`src/rtl/sap1_pkg.sv`:
```
// sap1_pkg: shared SAP-1 opcodes, T-state encoding and control-word type
package sap1_pkg;

    localparam logic [3:0] OP_LDA  = 4'b0001;
    localparam logic [3:0] OP_ADD  = 4'b0010;
    localparam logic [3:0] OP_SUB  = 4'b0011;
    localparam logic [3:0] OP_OUT  = 4'b0100;
    localparam logic [3:0] OP_HALT = 4'b1111;

    localparam logic [5:0] T_NONE = 6'b000000;
    localparam logic [5:0] T1     = 6'b000001;
    localparam logic [5:0] T2     = 6'b000010;
    localparam logic [5:0] T3     = 6'b000100;
    localparam logic [5:0] T4     = 6'b001000;
    localparam logic [5:0] T5     = 6'b010000;
    localparam logic [5:0] T6     = 6'b100000;

    typedef enum logic {
        RUN,
        HALTED
    } run_state_e;

    typedef struct packed {
        logic pc_increment;
        logic pc_enable_output;
        logic mar_enable_input;
        logic ram_enable_output;
        logic ir_enable_input;
        logic ir_enable_output;
        logic a_enable_input;
        logic a_enable_output;
        logic b_enable_input;
        logic out_enable_input;
        logic alu_enable_output;
        logic alu_sub;
    } ctrl_t;

    // Anything that is not a defined instruction executes as a no-op
    function automatic logic is_nop(input logic [3:0] op);
        return !(op inside {OP_LDA, OP_ADD, OP_SUB, OP_OUT, OP_HALT});
    endfunction

endpackage

```
`src/rtl/sap1_ring_counter.sv`:
```
// sap1_ring_counter: one-hot T1..T6 ring with restart-to-T1 and hold-at-zero
module sap1_ring_counter
    import sap1_pkg::*;
(
    input  logic       Clock,
    input  logic       Reset_n,
    input  logic       advance,
    input  logic       restart,
    input  logic       hold,
    output logic [5:0] t_state
);

    // Reset wins, then hold parks the ring at zero, then restart, then rotate
    always_ff @(posedge Clock) begin
        if (!Reset_n)
            t_state <= T1;
        else if (hold)
            t_state <= T_NONE;
        else if (restart)
            t_state <= T1;
        else if (advance)
            t_state <= {t_state[4:0], t_state[5]};
    end

endmodule

```
`src/rtl/sap1_controller.sv`:
```
// sap1_controller: SAP-1 control sequencer; define SAP1_EARLY_RETIRE_EN to end short instructions early
module sap1_controller
    import sap1_pkg::*;
(
    input  logic       Clock,
    input  logic       Reset_n,
    input  logic [3:0] opcode,
    output logic       pc_increment,
    output logic       pc_enable_output,
    output logic       mar_enable_input,
    output logic       ram_enable_output,
    output logic       ir_enable_input,
    output logic       ir_enable_output,
    output logic       a_enable_input,
    output logic       a_enable_output,
    output logic       b_enable_input,
    output logic       out_enable_input,
    output logic       alu_enable_output,
    output logic       alu_sub,
    output logic [5:0] t_state,
    output logic       halted
);

    run_state_e state, state_nx;
    ctrl_t      c;
    logic       halt_now, restart;
    logic       is_alu;

    assign halted   = (state == HALTED);
    assign halt_now = (state == RUN) && (t_state == T4) && (opcode == OP_HALT);
    assign is_alu   = (opcode == OP_ADD) || (opcode == OP_SUB);

`ifdef SAP1_EARLY_RETIRE_EN
    assign restart = ((t_state == T5) && (opcode == OP_LDA)) ||
                     ((t_state == T4) && (opcode == OP_OUT)) ||
                     ((t_state == T3) && is_nop(opcode));
`else
    assign restart = (t_state == T6);
`endif

    sap1_ring_counter u_ring (
        .Clock   (Clock),
        .Reset_n (Reset_n),
        .advance (1'b1),
        .restart (restart),
        .hold    (halt_now || halted),
        .t_state (t_state)
    );

    // Run/halt state register; only reset leaves HALTED
    always_ff @(posedge Clock) begin
        if (!Reset_n)
            state <= RUN;
        else
            state <= state_nx;
    end

    // Enter HALTED on the edge that ends T4 of a HALT
    always_comb begin
        state_nx = state;
        if (halt_now)
            state_nx = HALTED;
    end

    // Control word decode from T-state and opcode; silent in reset and halt
    always_comb begin
        c = '0;
        if (Reset_n && !halted) begin
            case (t_state)
                T1: begin
                    c.pc_enable_output = 1'b1;
                    c.mar_enable_input = 1'b1;
                end
                T2: c.pc_increment = 1'b1;
                T3: begin
                    c.ram_enable_output = 1'b1;
                    c.ir_enable_input   = 1'b1;
                end
                T4: begin
                    c.ir_enable_output = (opcode == OP_LDA) || is_alu;
                    c.mar_enable_input = (opcode == OP_LDA) || is_alu;
                    c.a_enable_output  = (opcode == OP_OUT);
                    c.out_enable_input = (opcode == OP_OUT);
                end
                T5: begin
                    c.ram_enable_output = (opcode == OP_LDA) || is_alu;
                    c.a_enable_input    = (opcode == OP_LDA);
                    c.b_enable_input    = is_alu;
                    c.alu_sub           = (opcode == OP_SUB);
                end
                T6: begin
                    c.alu_enable_output = is_alu;
                    c.a_enable_input    = is_alu;
                    c.alu_sub           = (opcode == OP_SUB);
                end
                default: c = '0;
            endcase
        end
    end

    assign pc_increment      = c.pc_increment;
    assign pc_enable_output  = c.pc_enable_output;
    assign mar_enable_input  = c.mar_enable_input;
    assign ram_enable_output = c.ram_enable_output;
    assign ir_enable_input   = c.ir_enable_input;
    assign ir_enable_output  = c.ir_enable_output;
    assign a_enable_input    = c.a_enable_input;
    assign a_enable_output   = c.a_enable_output;
    assign b_enable_input    = c.b_enable_input;
    assign out_enable_input  = c.out_enable_input;
    assign alu_enable_output = c.alu_enable_output;
    assign alu_sub           = c.alu_sub;

endmodule

```
`config.mk`:
```
export PLATFORM = sky130hd
export DESIGN_NAME = sap1_controller
export DESIGN_NICKNAME = d
export VERILOG_FILES = /design/src/rtl/sap1_pkg.sv /design/src/rtl/sap1_ring_counter.sv /design/src/rtl/sap1_controller.sv
export SDC_FILE = /design/constraint.sdc
export NUM_CORES = 1
export LEC_CHECK = 0
export CAP_MARGIN = 20
export CORE_MARGIN = 1
export CORE_UTILIZATION = 31
export DETAILED_ROUTE_END_ITERATION = 10
export PLACE_DENSITY = 0.73
export RECOVER_POWER = 100
export SLEW_MARGIN = 20
export SYNTH_ARGS = -nofsm -noshare
export SYNTH_HDL_FRONTEND = slang
export SYNTH_SLANG_ARGS = --single-unit
```
`constraint.sdc`:
```
create_clock -name Clock -period 1.3 [get_ports Clock]
set_input_delay 0.26 -clock Clock [delete_from_list [all_inputs] [get_ports Clock]]
set_output_delay 0.26 -clock Clock [all_outputs]
set_load 0.005 [all_outputs]
```
After elaboration in Yosys (flattened, before gate mapping). Index checks and enable logic that the tools add are counted.

Register bits after elaboration: 7. Output and inout port bits: 19.

Equality and inequality tests: 11. Multiplexer cells: 14. Bitwise gates (word level): 2. Reductions and logical operators: 9.

Operators by type and width (count): 12-bit two-way mux (1); 1-bit two-way mux (10); 4-bit by 2-bit equality test with 1-bit output, second input constant (2); 6-bit by 1-bit equality test with 1-bit output, second input constant (1); 6-bit by 2-bit equality test with 1-bit output, second input constant (1); 6-bit by 3-bit equality test with 1-bit output, second input constant (1); 6-bit by 4-bit equality test with 1-bit output, second input constant (1); 6-bit by 5-bit equality test with 1-bit output, second input constant (1); 6-bit equality test, second input constant (1); 1-bit case mux with 2 select lines (3); 4-bit by 1-bit equality test with 1-bit output, second input constant (1); 4-bit by 3-bit equality test with 1-bit output, second input constant (1); 4-bit equality test, second input constant (1); 1-bit logical AND (3); 1-bit logical OR (3); 3-bit OR reduction (1); 1-bit inverter (2); 2-bit OR reduction (1); 1-bit zero test (1).

Logic depth before layout (Yosys ltp).
Depth in word-level cells: 5. Gate-level depth with buffers: 4.

Cells and area by module. From an unflattened synthesis, not the netlist that was laid out.

Cells, all modules: 62. Area total of the unflattened synthesis: 520.5 µm².

Modules (own cells, without submodules): sap1_controller (instances 1, cells an instance 41, area an instance 291.5 µm²); sap1_ring_counter (instances 1, cells an instance 21, area an instance 229.0 µm²).

Worst setup path after synthesis. No wires, ideal clock.

Kind: reg-to-output. Start point: register u_ring.t_state[1]. End point: output port out_enable_input. Arrival time: 1.117 ns. Required time: 1.040 ns. Slack: -0.077 ns. Stages on the path, launching flop included: 5. Path buffers: 1. Cells stage by stage: dfxtp_1 -> nor4_4 -> nand3_1 -> nor2_1 -> buf_4.

Word-level cells in the longest chain between the ends: 3.

RTL lines: start, declared (RTL line sap1_ring_counter.sv:10) `output logic [5:0] t_state`; start signal, assigned (RTL line sap1_ring_counter.sv:22) `t_state <= {t_state[4:0], t_state[5]};`; 6-bit by 4-bit equality test with 1-bit output (RTL line sap1_controller.sv:69) `case (t_state)`; 1-bit two-way mux (RTL line sap1_controller.sv:69); 12-bit two-way mux (RTL line sap1_controller.sv:68) `if (Reset_n && !halted) begin`; end, declared (RTL line sap1_controller.sv:17) `output logic out_enable_input,`.

Every way passes these cells.

Worst setup path after layout.
Start point: register u_ring.t_state[0]. End point: output port a_enable_input.

Word-level cells in the longest chain between the ends: 3.

RTL lines: 6-bit equality test or 6-bit by 5-bit equality test with 1-bit output (tied branches) (RTL line sap1_controller.sv:69); 1-bit case mux with 2 select lines (*) (RTL line sap1_controller.sv:69); 12-bit two-way mux (*) (RTL line sap1_controller.sv:68); end, declared (RTL line sap1_controller.sv:14) `output logic a_enable_input,`.

Mark *: on every way between the ends. The rest lies on a longest branch, timed or not.

==> results by group <==
Clock tree
  • CTS tree: done
  • Level count of the clock H-tree: 1
  • Clk buf depth: 2
  • Hold Buf Count CTS: 0
  • CTS Sinks: 7
  • Clk_lat worst skew: 0.25 ns
  • Root buffer cell: clkbuf_4
  • Clock transition at path regs: roughly 0.05 ns
  • CTS buffer count: 3

Logic synthesis
  • Synth area leader: dfxtp_1
  • Syn avg cell area: 8.133 um^2
  • Post-synth top area share: 33.14%
  • Synth Register Bits: 7
  • Cells after synthesis: 52
  • Synth cell types: 26
  • Mapped cell area: 422.9 um^2
  • Sequential fraction of the synthesis area: 33.14%
  • Warnings, synthesis: 0
  • Synth area leaders: dfxtp_1, nor2_1, nor4_4
  • Syn_nets: 58

Global routing
  • Number of global-route vias before repair: 557
  • Antenna violations before repair: 0
  • Global route overflow: 0
  • Total track usage: 25.57%
  • Largest net degree at the start of global routing: 8
  • First-pass GRT wire length: about 2600 um

Critical path
  • Startpoint types: register
  • CP Capture Type: primary output
  • Worst EP arrival: between 1.5 and 2 ns
  • Worst Path Max Fanout: 4
  • Worst EP required: about 1.0 ns
  • Worst R2R Setup Slack: -0.04 ns
  • Path depth of the worst reg2reg path: 5
  • Kind of critical path: reg2out
  • R2R Path End: halted
  • Reg-to-reg startpoint: u_ring.t_state[0]

Floorplanning
  • Die Wd: around 39 um
  • Core ar.: 1186 um^2
  • IO Pins: 25
  • Die height: 38.94 um
  • # rows: 12
  • Initial Util: 35.65%
  • Die area: 1516 um^2

Power
  • Pleak: 0.4578 nW
  • Peak VDD IR: 0.0008165 V
  • Cell Pwr Density: 600.5 nW/um^2

STA
  • Setup TNS: -5.331 ns
  • Worst Tran Pin Value: 0.3855 ns
  • Final Hold Vio Count: 0
  • Normalized max-slew margin: 74.25%
  • Final WS setup: -0.5624 ns
  • Fin crit period: 1.862 ns
  • Final Max Slew Viols: 0
  • Final setup violation count: 15
  • RSZ-0062 raised after global routing: yes
  • Final period util: 143.3%
  • Clock Skews: 0.003380 ns
  • Max Freq: 536.9 MHz

Finish
  • Most frequent cells in the layout: buf_4, buf_2, dlygate4sd2_1
  • Layout cells sized above 1: 58.10%
  • Flip-flop and latch area: 160.2 um^2
  • Area delta synth->final: 124.9%
  • FILL cells: 78
  • Final Core Density: 80.17%
  • Layout net count: 112
  • Finished Cell Area: 950.9 um^2
  • Footprint of the multi-input gates: around 340 um^2
  • Commonest non-fill, non-tap cell in the layout: buf_4
  • Antenna Cells: 0
  • Final Instance Count excl. Fillers: roughly 120

Drt
  • Detail Route Antenna Nets: 0
  • Vias per Instance: 4.992
  • Iteration-0 DRC Markers: 9
  • Pre-Repair DR Iteration Count: 4
  • DRC Markers: 0
  • Routed WL: between 1500 and 2000 um
  • Vias post-DR: around 590
  • DR WL/cell: 14.39 um

Place
  • Routability Congestion: 0.7257
  • Placed Instances: 102
  • Placement Cell Area: 775.7 um^2
  • DP HPWL: about 1000 um
  • Port bufs: 24

Worst hold path
  • Worst Hold Depth: 2
  • Hold Path Class: in2reg
  • Worst Hold Launch: Reset_n
  • Hold path endpoint: u_ring.t_state[0]

Outcome
  • Failing checks: setup timing
  • Outcome: finished, violations left

Flow run
  • Max_cap viols: 0
==> worst max-delay path: stages (launching register included) <==
cell,delay [ns]
dfxtp_4,0.35
buf_12,0.13
nor4_4,0.31
buf_4,0.18
nand4b_1,0.11
a21boi_1,0.15
buf_2,0.13
==> worst max-delay path by stage <==
| stage | start | endpoint | slack (ns) |
|---|---|---|---|
| 6_report | u_ring.t_state[0] | a_enable_input | -0.56 |
| 5_1_grt | u_ring.t_state[4] | a_enable_input | -0.61 |
| 4_1_cts | u_ring.t_state[1] | a_enable_input | -0.57 |
| 3_5_place_dp | Reset_n | alu_sub | -0.88 |
| 3_3_place_gp | Reset_n | mar_enable_input | -0.82 |
| 2_1_floorplan | u_ring.t_state[4] | out_enable_input | 0.01 |
==> power by group <==
group,switching [mW],internal (mW),total (mW),leakage [nW]
sequential,0.0107,0.216,0.227,0.0610
combinational,0.0642,0.0894,0.154,0.382
clock,0.0740,0.117,0.191,0.0150
total,0.149,0.422,0.571,0.458
==> timing repair <==
item,in CTS,in global routing
gates cloned,0,0
gates resized for setup,85,8
buffers inserted,10,3
setup endpoints to repair,19,14
pin swaps,14,7
hold endpoints to repair,0,0
==> final cells by class <==
| class | instances | area share, % |
|---|---|---|
| repair buffers | 50 | 41.58 |
| multi-input cells | 42 | 36.18 |
| flip-flops and latches | 7 | 16.84 |
| clock buffers | 4 | 2.763 |
| well taps | 14 | 1.842 |
| inverters | 2 | 0.7895 |
==> cell usage after synthesis <==
cell and count:
a21boi_1 1, o32ai_1 1, nor4_4 1, and2_1 3
nor4_1 2, nor4b_2 1, nor2b_1 2, o21ai_0 1
and4_1 2, nor2_1 7, nor3_1 2, o21bai_1 1
inv_1 2, and2_2 1, buf_4 1, nand2_1 5
nand4b_1 2, and2b_1 1, a21oi_1 1, nand3_1 3
o21ai_1 1, and3_1 1, nand3b_1 1, o21a_1 1
nor3b_1 1, dfxtp_1 7
==> cells by family (layout without fill, tap and decap cells) <==
logic type | count (synthesis) | count (layout) | share of synthesized area (%)
buf+inv | 3 | 56 | 3.552
flops | 7 | 7 | 33.14
compound gates | 7 | 7 | 10.95
simple gates | 35 | 35 | 52.37
==> state kept, by name, summed over array words and instances, names as in the netlist <==
signal and flops:
halted 1, u_ring.t_state 6
==> stage by stage <==
step / hold WS, ns / setup slack [ns] / total power [mW]
global route: 0.4309 / -0.6138 / 0.6077
global placement: 0.4893 / -0.8168 / 0.3410
detailed placement: 0.5005 / -0.8780 / 0.3436
finish: 0.3855 / -0.5624 / 0.5710
floorplan: 0.3361 / 0.01300 / 0.2724
CTS: 0.3818 / -0.5681 / 0.5626
==> routing by layer <==
metal  part of all wire, %  vias up  track usage (%)
met4                   1.6        0            12.93
met3                   2.9        4            3.468
met2                    50       15            44.17
met5                     0        -                0
met1                    46      280            30.21
li1                      -      295                -
No activity file was read; power rests on OpenSTA's default activity.
